**src/rtl/hour_display_scan.sv**
```systemverilog
// Two-digit multiplexed hour display driver.
// A prescaler divides clk into slot ticks. Each frame scans the units digit and then the tens
// digit. Both digits of a frame come from one snapshot of the hour counter, so a frame never
// shows a mix of old and new digits.
module hour_display_scan #(
  parameter int unsigned SCAN_DIV = 50000,  // clk cycles per digit slot, 1..2^20
  parameter bit          BLANK_LZ = 1'b0    // blank a leading zero in the tens digit
) (
  input  logic       clk,
  input  logic       rst,
  input  logic [3:0] ones,
  input  logic [2:0] tens,
  input  logic       en,
  output logic [6:0] seg,
  output logic [1:0] an,
  output logic       frame
);

  localparam int unsigned CntW = (SCAN_DIV > 1) ? $clog2(SCAN_DIV) : 1;
  localparam logic [CntW-1:0] CntMax = CntW'(SCAN_DIV - 1);

  // Active-low segment patterns, bit order g,f,e,d,c,b,a.
  localparam logic [6:0] SegDash = 7'b0111111;
  localparam logic [6:0] SegOff  = 7'h7F;
  localparam logic [1:0] AnOnes  = 2'b10;
  localparam logic [1:0] AnTens  = 2'b01;
  localparam logic [1:0] AnOff   = 2'b11;

  typedef enum logic {
    SOnes,
    STens
  } slot_e;

  logic [CntW-1:0] cnt_q, cnt_d;
  slot_e           slot_q, slot_d;
  logic [3:0]      ones_sh_q, ones_sh_d;
  logic [2:0]      tens_sh_q, tens_sh_d;
  logic            frame_q, frame_d;
  logic [6:0]      seg_q, seg_d;
  logic [1:0]      an_q, an_d;

  logic tick;
  logic snap;

  // 0..9 to active-low segments; anything else shows a dash.
  function automatic logic [6:0] seg_decode(input logic [3:0] d);
    logic [6:0] s;
    case (d)
      4'd0:    s = 7'b1000000;
      4'd1:    s = 7'b1111001;
      4'd2:    s = 7'b0100100;
      4'd3:    s = 7'b0110000;
      4'd4:    s = 7'b0011001;
      4'd5:    s = 7'b0010010;
      4'd6:    s = 7'b0000010;
      4'd7:    s = 7'b1111000;
      4'd8:    s = 7'b0000000;
      4'd9:    s = 7'b0010000;
      default: s = SegDash;
    endcase
    return s;
  endfunction

  // Prescaler and slot sequencing; a snapshot happens on the tick that starts a new frame.
  always_comb begin
    tick   = (cnt_q == CntMax);
    cnt_d  = tick ? '0 : cnt_q + CntW'(1);
    slot_d = slot_q;
    if (tick) begin
      slot_d = (slot_q == STens) ? SOnes : STens;
    end
    snap    = tick && (slot_q == STens);
    frame_d = snap;
  end

  // Shadow registers only load at a frame boundary so both slots show the same pair.
  always_comb begin
    ones_sh_d = ones_sh_q;
    tens_sh_d = tens_sh_q;
    if (snap) begin
      ones_sh_d = ones;
      tens_sh_d = tens;
    end
  end

  // Output next-state: dark while disabled, otherwise reload only on the tick that
  // selects a slot, so re-enabling waits for the next slot boundary.
  always_comb begin
    seg_d = seg_q;
    an_d  = an_q;
    if (!en) begin
      seg_d = SegOff;
      an_d  = AnOff;
    end else if (tick) begin
      if (slot_d == SOnes) begin
        an_d  = AnOnes;
        seg_d = (ones_sh_d > 4'd9) ? SegDash : seg_decode(ones_sh_d);
      end else begin
        an_d = AnTens;
        if (tens_sh_d > 3'd2) begin
          seg_d = SegDash;
        end else if (BLANK_LZ && (tens_sh_d == 3'd0)) begin
          seg_d = SegOff;
        end else begin
          seg_d = seg_decode({1'b0, tens_sh_d});
        end
      end
    end
  end

  // State registers; slot resets to the tens slot so the first tick takes a snapshot.
  always_ff @(posedge clk or posedge rst) begin
    if (rst) begin
      cnt_q     <= '0;
      slot_q    <= STens;
      ones_sh_q <= '0;
      tens_sh_q <= '0;
      frame_q   <= 1'b0;
      seg_q     <= SegOff;
      an_q      <= AnOff;
    end else begin
      cnt_q     <= cnt_d;
      slot_q    <= slot_d;
      ones_sh_q <= ones_sh_d;
      tens_sh_q <= tens_sh_d;
      frame_q   <= frame_d;
      seg_q     <= seg_d;
      an_q      <= an_d;
    end
  end

  assign seg   = seg_q;
  assign an    = an_q;
  assign frame = frame_q;

endmodule
```
**config.mk**
```make
export PLATFORM = sky130hd
export DESIGN_NAME = hour_display_scan
export DESIGN_NICKNAME = d
export VERILOG_FILES = /design/src/rtl/hour_display_scan.sv
export SDC_FILE = /design/constraint.sdc
export NUM_CORES = 1
export LEC_CHECK = 0
export ABC_AREA = 1
export CAP_MARGIN = 10
export CORE_AREA = 3 3 79 81
export CTS_BUF_LIST = sky130_fd_sc_hd__clkbuf_8
export DETAILED_ROUTE_END_ITERATION = 8
export DIE_AREA = 0 0 82 84
export PLACE_DENSITY_LB_ADDON = 0.12
export SETUP_SLACK_MARGIN = 0.2
export SLEW_MARGIN = 20
export SYNTH_ARGS = -nofsm -noshare
export SYNTH_HDL_FRONTEND = slang
export SYNTH_SLANG_ARGS = --single-unit
```
**constraint.sdc**
```tcl
create_clock -name clk -period 3.1 [get_ports clk]
set_clock_uncertainty 0.15 [all_clocks]
set_input_delay 0.62 -clock clk [delete_from_list [all_inputs] [get_ports clk]]
set_output_delay 0.62 -clock clk [all_outputs]
set_load 0.1 [all_outputs]
```
==> results.yml <==
placement:
  hpwl_um: 3240
  dp_slack_ps: 383
  placed_area_mm2: 0.00233
  port_buffers: 19
  place_congestion: 0.828
grt:
  grt_max_degree: 35
  track_usage: 0.142
  antenna_found_initial: 0
  grt_pass1_wl_um: 7660
  grt_pass1_vias: 1675
  gr-total-overflow: 0
synth:
  synth.avg_cell_area_um2: 7.64
  seq_area_frac_synth: 0.414
  yosys_warnings: 0
  synth_top_area_cell: "dfrtp_1"
  synth.area.top_cells: "dfrtp_1, nand2_1, dfstp_2"
  synthTopCellsByCount: "nand2_1, inv_1, nor2_1"
  synth.distinct_cells: 30
  synth-seq-cells: 34
  synth_top_area_frac: 0.288
  netlist_area_mm2: 0.00209
  syn_nets: 293
  synth-edff-count: 0
  async_flop_share: 1.00
  syn_inst: 273
  synth.most_common_cell: "nand2_1"
  yosys_most_used_dff: "dfrtp_1"
layout:
  fill_cells: 579
  area.sequential_um2: 863
  layout-drive-gt1-share: 0.189
  finalNetCount: 321
  multi_input_area_mm2: 0.00102
  final_area_mm2: 0.00244
  utilization: 0.441
  diodes: 0
  areaGrowthSynthToFinish_pct: 17.1
floorplan:
  die-area_mm2: 0.00689
  start_util: 0.376
  io_pins: 20
  die_h_um: 84
  die_x_um: 82
  core_area_mm2: 0.00554
  rows: 27
flow_run:
  cap_violations: 0
power_and_ir_drop:
  p_leak_nw: 1.28
  ir_drop_mv: 0.198
  power_density_mw_per_mm2: 374
  power_uw: 914
detailed_routing:
  drc: 0
  routed_wl_um: 4400
  vias: 1724
  first_pass_iters: 4
  drt_iter0_drc: 81
  wl_per_cell_um: 11.8
  vias_per_cell: 4.61
  ant_nets: 0
setup_path:
  path_common_cell: "nand2_1"
  cpLargestDelayFamily: "simple AND/OR/NAND/NOR gates"
  crit_chain: "ha_2 > nand3_2 > nor2_1 > nand2_2 > inv_1 > ha_1 > buf_8 > nand2_1 > o21ai_2 > inv_1 > ha_1 > inv_1 > nand3_1 > nand2_1 > nand3_1 > nand2_1 > inv_1 > nand2_1 > nand2_1"
  slowest_stage: "dfrtp_1"
  critPathKind: "register to register"
  endpoint_kind: "register"
  critPathMaxStageDelay_ps: 380
  cp_max_fo: 17
  cp-start-kind: "register"
  worst_ep_required_time_ps: 3180
  crit_arrival_ps: 2730
  worst-path-buf-inv: 5
sta:
  post-route-period-util: 0.855
  rsz0062_at_grt: "no"
  min_period_ps: 2650
  setup_tns_ps: 0
  report.final.slew_viol_count: 0
  final_hold_viol_count: 0
  finalSetupViolations: 0
  relSlewSlack: 0.695
  fmax_ghz: 0.377
  fin_ws_ps: 450
  tightest_slew_ps: 458
run_status:
  status: "finished clean"
clocking:
  insertion_delay_ps: 290
  cts.sinks: 34
  cts_root_buffer: "clkbuf_8"
  clk_path_buf_depth: 2
  clk_transition_reported_paths_ps: 80
  htreeDepth: 2
  tritoncts: "built"
  numCtsBuffers: 5
worst_hold_path:
  hold_class: "register to register"
==> final timing paths <==
path	start	slack [ps]	to	cells past startpoint
worst max-delay path	cnt_q[1]$_DFF_PP0_	450	seg[5]$_DFFE_PP1P_	19
worst min-delay path	seg[3]$_DFFE_PP1P_	340	seg[3]$_DFFE_PP1P_	2
worst max register to register	cnt_q[1]$_DFF_PP0_	450	seg[5]$_DFFE_PP1P_	19
worst min register to register	seg[3]$_DFFE_PP1P_	340	seg[3]$_DFFE_PP1P_	2
max in group asynchronous	rst	1870	slot_q$_DFF_PP1_	3
min in group asynchronous	rst	580	cnt_q[4]$_DFF_PP0_	3
==> power by group <==
part	switching, mW	internal [mW]	total (mW)
combinational	0.0852	0.0287	0.114
clock	0.182	0.158	0.340
sequential	0.00418	0.457	0.461
total	0.271	0.643	0.914
==> registers in the layout, indices dropped and copies added (netlist names) <==
register / flops
cnt_q: 16
frame: 1
tens_sh_q: 3
ones_sh_q: 4
seg: 7
an: 2
slot_q: 1
==> worst reg2reg max path, delay by kind of cell, from the launching register on <==
kind	cells	cell delay, ps
AOI/OAI and AO/OA	1	120
adders and majority gates	3	620
and+or+nand+nor	10	820
buffers and inverters	5	500
DFF	1	380
==> metrics by stage <==
stage	hold slack, ps	std cells
final	337	374
after detailed placement	320	365
after global routing	358	374
after global placement	321	365
after floorplan	303	273
after CTS	334	373
==> cell families after synthesis <==
group	share of synthesized area
AO/OA/AOI/OAI	0.0600
XOR/XNOR	0.0210
adder cells (fa/ha/maj)	0.0600
buffers and inverters	0.0996
flip-flops	0.414
AND/OR/NAND/NOR	0.346
==> cell type report <==
class / count / share of cell area
Inverter: 43 / 0.0671
Timing Repair Buffer: 25 / 0.0891
Multi-Input combinational cell: 192 / 0.416
Clock inverter: 3 / 0.00871
Sequential cell: 34 / 0.353
Clock buffer: 5 / 0.0282
Tap cell: 72 / 0.0369
==> repair_timing <==
| item | in CTS | in global routing |
|---|---|---|
| endpoints found under the setup margin | 0 | 3 |
| hold buffers | 0 | 0 |
| setup buffers | 0 | 1 |
| resized for setup | 0 | 3 |
==> routing by layer <==
metal,vias to the layer above,GRT usage,wire (µm)
met5,-,0,0
met3,13,0.0313,181
met1,772,0.189,2100
li1,905,-,-
met4,0,0.0801,142
met2,34,0.209,1980
==> cells in the final DEF, fill, tap and decap left out, types with 2 or more instances in the layout <==
cell type	Yosys	layout
nand3_1	31	31
o21ai_2	2	2
ha_1	10	9
nor3_2	2	2
buf_4	1	15
nor2_1	33	33
clkbuf_8	0	5
dfstp_2	10	10
nand2_2	6	6
nor3_1	4	4
dfrtp_1	24	24
o21ai_1	2	2
o21ai_0	3	3
o21ai_4	2	2
xor2_1	5	5
nor2_2	2	2
a21oi_1	5	5
clkdlybuf4s50_1	0	9
nand3_2	3	3
nand4_1	3	3
inv_1	41	41
nand2_1	73	73
nand2_4	2	2
Power figures use the tool's default switching activity.
